$ cat config.mk
export PLATFORM = sky130hd
export DESIGN_NAME = modulus_sweep_seq
export DESIGN_NICKNAME = d
export VERILOG_FILES = /design/src/rtl/modsweep_pkg.sv /design/src/rtl/modsweep_fifo2.sv /design/src/rtl/modulus_sweep_seq.sv
export SDC_FILE = /design/constraint.sdc
export NUM_CORES = 1
export LEC_CHECK = 0
export BUFFER_PORTS_ARGS = -buffer_cell sky130_fd_sc_hd__buf_2
export CAP_MARGIN = 20
export CORE_ASPECT_RATIO = 0.5
export CORE_UTILIZATION = 35
export DETAILED_ROUTE_END_ITERATION = 10
export GPL_ROUTABILITY_DRIVEN = 0
export PLACE_DENSITY = 0.54
export SLEW_MARGIN = 20
export SYNTH_ARGS = -nofsm -noshare
export SYNTH_HDL_FRONTEND = slang
export SYNTH_SLANG_ARGS = --single-unit
$ cat constraint.sdc
create_clock -name clk -period 11.65 [get_ports clk]
set_input_delay 2.33 -clock clk [delete_from_list [all_inputs] [get_ports clk]]
set_output_delay 2.33 -clock clk [all_outputs]
set_load 0.05 [all_outputs]
$ cat src/rtl/modsweep_pkg.sv
`default_nettype none
// ============================================================================
// Module      : modsweep_pkg
// Description : Shared types and default constants for the modulus sweep
//               sequencer (FSM state encoding, operand/remainder pair,
//               default sweep bounds).
// Revision    : 1.0 - initial release
// ============================================================================
package modsweep_pkg;

    localparam int          DEF_WIDTH   = 32;
    localparam logic [31:0] DEF_START   = 32'd1234101;
    localparam logic [31:0] DEF_STOP    = 32'd2468202;
    localparam logic [31:0] DEF_DIVISOR = 32'd1234101;

    // Sequencer states
    typedef enum logic [1:0] {
        ST_IDLE  = 2'd0,
        ST_RUN   = 2'd1,
        ST_DRAIN = 2'd2,
        ST_DONE  = 2'd3
    } state_t;

    // Operand/remainder pair at the default width
    typedef struct packed {
        logic [DEF_WIDTH-1:0] a;
        logic [DEF_WIDTH-1:0] r;
    } pair_t;

endpackage : modsweep_pkg
`default_nettype wire

$ cat src/rtl/modsweep_fifo2.sv
`default_nettype none
// ============================================================================
// Module      : modsweep_fifo2
// Description : Two-entry FIFO built as a head/tail register pair. The head
//               register drives the output directly, so the output data and
//               the occupancy flags are purely registered. Push and pop may
//               happen in the same cycle at any occupancy, including full.
// Revision    : 1.0 - initial release
// ============================================================================
module modsweep_fifo2 #(
    parameter int DATA_W = 64
) (
    input  logic              clk,
    input  logic              rst,
    input  logic              push,
    input  logic              pop,
    input  logic [DATA_W-1:0] push_data,
    output logic [DATA_W-1:0] head_data,
    output logic              full,
    output logic              empty,
    output logic              single
);

    logic [DATA_W-1:0] head_q;
    logic [DATA_W-1:0] tail_q;
    logic [1:0]        fill;
    logic              do_pop;
    logic              do_push;

    // A pop of an empty FIFO or a push into a full FIFO without a pop are dropped
    assign do_pop  = pop  && (fill != 2'd0);
    assign do_push = push && ((fill != 2'd2) || do_pop);

    assign head_data = head_q;
    assign full      = (fill == 2'd2);
    assign empty     = (fill == 2'd0);
    assign single    = (fill == 2'd1);

    // Occupancy and entry storage; the head always holds the oldest entry
    always_ff @(posedge clk) begin
        if (rst) begin
            fill <= 2'd0;
        end else begin
            case ({do_push, do_pop})
                2'b10: begin
                    if (fill == 2'd0) begin
                        head_q <= push_data;
                    end else begin
                        tail_q <= push_data;
                    end
                    fill <= fill + 2'd1;
                end
                2'b01: begin
                    head_q <= tail_q;
                    fill   <= fill - 2'd1;
                end
                2'b11: begin
                    if (fill == 2'd1) begin
                        head_q <= push_data;
                    end else begin
                        head_q <= tail_q;
                        tail_q <= push_data;
                    end
                end
                default: begin
                end
            endcase
        end
    end

endmodule : modsweep_fifo2
`default_nettype wire

$ cat src/rtl/modulus_sweep_seq.sv
`default_nettype none
// ============================================================================
// Module      : modulus_sweep_seq
// Description : Operand sequencer and result buffer for an external
//               combinational modulus stage. Sweeps a_out from START to STOP
//               inclusive, pairs each operand with the returned remainder and
//               streams the pairs out through a 2-entry FIFO.
//               Optional feature macro: MODSWEEP_CHECK_EN adds a sticky err
//               flag raised when a pushed remainder is not below DIVISOR.
// Revision    : 1.0 - initial release
// ============================================================================
module modulus_sweep_seq
    import modsweep_pkg::*;
#(
    parameter int               WIDTH   = DEF_WIDTH,
    parameter logic [WIDTH-1:0] START   = WIDTH'(DEF_START),
    parameter logic [WIDTH-1:0] STOP    = WIDTH'(DEF_STOP),
    parameter logic [WIDTH-1:0] DIVISOR = WIDTH'(DEF_DIVISOR)
) (
    input  logic             clk,
    input  logic             rst,
    input  logic             start,
    output logic             busy,
    output logic             done,
    output logic [WIDTH-1:0] a_out,
    input  logic [WIDTH-1:0] r_in,
    output logic             m_valid,
    input  logic             m_ready,
    output logic [WIDTH-1:0] m_a,
    output logic [WIDTH-1:0] m_r,
    output logic [WIDTH-1:0] count
`ifdef MODSWEEP_CHECK_EN
    ,
    output logic             err
`endif
);

    typedef struct packed {
        logic [WIDTH-1:0] a;
        logic [WIDTH-1:0] r;
    } pair_w_t;

    state_t  state;
    pair_w_t push_pair;
    pair_w_t head_pair;
    logic    fifo_full;
    logic    fifo_empty;
    logic    fifo_single;
    logic    push;
    logic    pop;
    logic    drain_empty_next;

    assign m_valid   = !fifo_empty;
    assign pop       = m_valid && m_ready;
    // A full buffer still accepts a push when its head leaves in the same cycle
    assign push      = (state == ST_RUN) && (!fifo_full || pop);
    assign push_pair = {a_out, r_in};
    assign m_a       = head_pair.a;
    assign m_r       = head_pair.r;

    // The buffer is empty after this edge: either already empty or the last entry leaves now
    assign drain_empty_next = fifo_empty || (fifo_single && pop);

    modsweep_fifo2 #(
        .DATA_W (2*WIDTH)
    ) u_fifo (
        .clk       (clk),
        .rst       (rst),
        .push      (push),
        .pop       (pop),
        .push_data (push_pair),
        .head_data (head_pair),
        .full      (fifo_full),
        .empty     (fifo_empty),
        .single    (fifo_single)
    );

    // Sweep FSM with registered a_out, busy, done and transfer counter
    always_ff @(posedge clk) begin
        if (rst) begin
            state <= ST_IDLE;
            a_out <= START;
            busy  <= 1'b0;
            done  <= 1'b0;
            count <= '0;
        end else begin
            done <= 1'b0;
            if (pop && (count != '1)) begin
                count <= count + WIDTH'(1);
            end
            case (state)
                ST_IDLE: begin
                    a_out <= START;
                    if (start) begin
                        count <= '0;
                        // An empty range completes immediately with no pairs
                        if (START > STOP) begin
                            state <= ST_DONE;
                            done  <= 1'b1;
                        end else begin
                            state <= ST_RUN;
                            busy  <= 1'b1;
                        end
                    end
                end
                ST_RUN: begin
                    if (push) begin
                        // Equality test before incrementing keeps STOP = all-ones from wrapping
                        if (a_out == STOP) begin
                            a_out <= START;
                            state <= ST_DRAIN;
                        end else begin
                            a_out <= a_out + WIDTH'(1);
                        end
                    end
                end
                ST_DRAIN: begin
                    if (drain_empty_next) begin
                        state <= ST_DONE;
                        busy  <= 1'b0;
                        done  <= 1'b1;
                    end
                end
                ST_DONE: begin
                    state <= ST_IDLE;
                end
                default: begin
                    state <= ST_IDLE;
                end
            endcase
        end
    end

`ifdef MODSWEEP_CHECK_EN
    // Sticky range check on every pushed remainder, cleared by a new start
    always_ff @(posedge clk) begin
        if (rst) begin
            err <= 1'b0;
        end else if ((state == ST_IDLE) && start) begin
            err <= 1'b0;
        end else if (push && !(r_in < DIVISOR)) begin
            err <= 1'b1;
        end
    end
`endif

endmodule : modulus_sweep_seq
`default_nettype wire
==> metrics.md <==
| Metric | Value |
|---|---|
| Outcome | `finished clean` |
| # nets final | `857` |
| Setup bufs post-CTS | `0` |
| Post-DR wirelength/cell | `16.5 um` |
| CP arrival | `5.47 ns` |
| Iter 0 DRT Violations | `338` |
| Hold_buf cts | `0` |
| CP Cell Sequence | `buf_2 -> nor2b_1 -> inv_1 -> a21boi_0 -> ha_1 -> o21ai_0 -> nor2_4 -> buf_4` |
| Die area | `0.0240 sq mm` |
| LEAKAGE | `3.55 nW` |
| Die Y | `110 um` |
| #FFs+latches synth | `198` |
| Fin crit share | `46.3%` |
| Dpl hpwl | `11800 um` |
| Finish-stage setup viols | `0` |
| WHS Endpoint | `count[29]` |
| Site Rows | `39` |
| Max-slew violations | `0` |
| CTS tree | `built` |
| Share of layout cells above drive strength 1 | `27.3%` |
| Maximum vdd drop | `0.0000898 V` |
| Worst Hold Launch | `count[29]` |
| Slew @ Worst Pin | `1.02 ns` |
| Fill count | `2148` |
| Library cells used by synthesis | `58` |
| Largest net degree at the start of global routing | `65` |
| Non-Filler Instances | `1128` |
| Placed cells | `1096` |
| Max-slew headroom | `32.1%` |
| Max Buffers Root-to-Sink | `2` |
| Residual DRC count | `0` |
| Max Clock Skew | `0.0111 ns` |
| Initial core utilization | `35.8%` |
| Fin. Hold Viols | `0` |
| Worst R2R Setup Slack | `7.51 ns` |
| Clock Root Buffer | `clkbuf_16` |
| Kind of critical path | `input port to register` |
| Post-Synthesis Cells | `650` |
| Crit-path max cell delay | `0.70 ns` |
| Antenna violations before repair | `0` |
| Setup tns final | `0 ns` |
| CP endpoint kind | `register` |
| CP max FO | `64` |
| Vias/cell | `5.06` |
| Syn avg cell area | `12.6 sq um` |
| Max Cap Viol | `0` |
| Fraction of registers with async set/reset | `0%` |
| PD cells | `206 mW/mm^2` |
| Worst hold path stage count | `2` |
| Drt first pass iters | `8` |
| Worst Hold Class | `register to register` |
| Max frequency | `185 MHz` |
| Routed vias | `5704` |
| Gr usage total | `16.0%` |
| Post-Syn Area | `0.00817 sq mm` |
| Ports | `167` |
| H-tree depth | `4` |
| Synthesized Nets | `699` |
| Sequential share of the synthesized area | `64.2%` |
| R2R cell count | `9` |
| Yosys synthesis warning count | `0` |
| CTS Buf Count | `17` |
| Post-DRT Antenna Nets | `0` |
| Clock Latency Late Sink | `0.44 ns` |
| Clock-pin slew on the worst setup and hold paths | `0.07 ns` |
| First-pass GRT wire length | `29500 um` |
| Core Footprint | `0.0228 sq mm` |
| Worst setup SP type | `input port` |
| Gr ovfl total | `0` |
| Final Total Pwr | `2.03 mW` |
| Vias in the first global route | `5428` |
| ANT cells | `0` |
| Ys flop type | `edfxtp_1` |
| Port bufs | `166` |
| Die Wd | `218 um` |
| Post-synthesis to final-layout area growth | `20.8%` |
| Slowest cell on the critical path | `nor2b_1` |
| Reg2reg start | `u_fifo.fill[0]` |
| CP required | `11.72 ns` |
| EDFF count, synth | `128` |
| Post-cts resize count | `0` |
| DRT Wirelength | `18700 um` |
| Clock Sinks | `198` |
| Crit path time final | `5.40 ns` |
| RSZ-0062 raised after global routing | `false` |
| R2r endpoint | `u_fifo.tail_q[5]` |
-- layout make-up --
cell class | count | area (sq um) | area share, %
clock buffers | 18 | 429 | 4.35
multi-input cells | 398 | 2700 | 27.4
repair buffers | 173 | 883 | 8.96
inverters | 20 | 75.1 | 0.761
well taps | 307 | 384 | 3.89
clock inverters | 14 | 143 | 1.45
flip-flops and latches | 198 | 5250 | 53.2
-- critical path: cells and delay by family --
kind / cells / cell delay [ns]
compound gates: 2 / 0.74
buf+inv: 3 / 1.28
fa+ha+maj: 1 / 0.26
simple gates: 2 / 0.80
-- metrics by stage --
step | hold slack (ns) | setup WS (ns) | util [%] | cell area, sq um
finish | 0.500 | 6.25 | 43.2 | 9860
global route | 0.530 | 5.95 | 43.2 | 9860
CTS | 0.504 | 6.29 | 43.2 | 9860
detailed placement | 0.485 | 5.80 | 40.7 | 9290
global placement | 0.482 | 6.00 | 40.7 | 9290
floorplan | 0.481 | 5.14 | - | 8170
-- Yosys cell counts, types with 5 or more instances --
| cell | n | area [sq um] |
|---|---|---|
| edfxtp_1 | 128 | 3840 |
| dfxtp_1 | 70 | 1400 |
| a22o_1 | 64 | 561 |
| nand2_1 | 40 | 150 |
| nor2_1 | 40 | 150 |
| nand4_1 | 31 | 194 |
| a21oi_1 | 29 | 145 |
| xor2_1 | 26 | 228 |
| o21ai_0 | 23 | 115 |
| inv_1 | 20 | 75.1 |
| nand3_1 | 20 | 100 |
| buf_2 | 14 | 70.1 |
| clkbuf_1 | 14 | 52.6 |
| ha_1 | 13 | 163 |
| or3_1 | 12 | 75.1 |
| xnor2_1 | 8 | 70.1 |
| and3_1 | 7 | 43.8 |
| and4_1 | 6 | 52.6 |
| o31ai_1 | 6 | 45.0 |
| or4_1 | 6 | 45.0 |
| nor3_1 | 5 | 25.0 |
-- worst max-delay path by stage --
stage,startpoint,to,cells past startpoint
finish,m_ready,u_fifo.tail_q[5],8
global route,m_ready,u_fifo.tail_q[1],8
floorplan,m_ready,u_fifo.tail_q[0],7
global placement,m_ready,u_fifo.tail_q[1],8
detailed placement,m_ready,u_fifo.tail_q[12],8
CTS,m_ready,u_fifo.tail_q[1],8
-- registers in the layout (all words and copies together), names as in the netlist --
signal	count
a_out	32
state	2
u_fifo.tail_q	64
done	1
count	32
busy	1
u_fifo.head_data	64
u_fifo.fill	2
-- routing by layer --
layer  GRT usage (%)  part of all wire [%]  up-vias
li1                -                     -     2821
met1            21.4                    49     2770
met2            25.8                    46       97
met3            3.54                   3.8       16
met4            5.99                   1.4        0
met5               0                     0        -
-- layout by cell type, fill, tap and decap left out, drive strengths merged, types with 16 or more instances in the layout --
master | netlist | routed
a21oi | 29 | 29
inv | 20 | 26
dfxtp | 70 | 70
nand3 | 20 | 20
a22o | 64 | 64
nand2 | 40 | 40
o21ai | 23 | 23
or3 | 16 | 16
xor2 | 26 | 26
nor2 | 42 | 42
buf | 19 | 173
clkbuf | 15 | 18
edfxtp | 128 | 128
nand4 | 31 | 31
-- where the power goes --
| group | leakage, nW | internal (mW) | switching [mW] | total, mW |
|---|---|---|---|---|
| logic | 1.56 | 0.123 | 0.415 | 0.539 |
| registers | 1.71 | 0.878 | 0.0328 | 0.911 |
| clock network | 0.280 | 0.302 | 0.279 | 0.581 |
-- logic make-up (layout without fill, tap and decap cells) --
family          count (synthesis)  in the layout  share of synthesized area (%)
simple gates                  199            199                           13.3
mux                             1              1                          0.123
flops                         198            198                           64.2
buf+inv                        54            225                           3.03
fa+ha+maj                      13             13                           1.99
compound gates                151            151                           13.7
xor+xnor                       34             34                           3.65
Power figures use the tool's default switching activity.
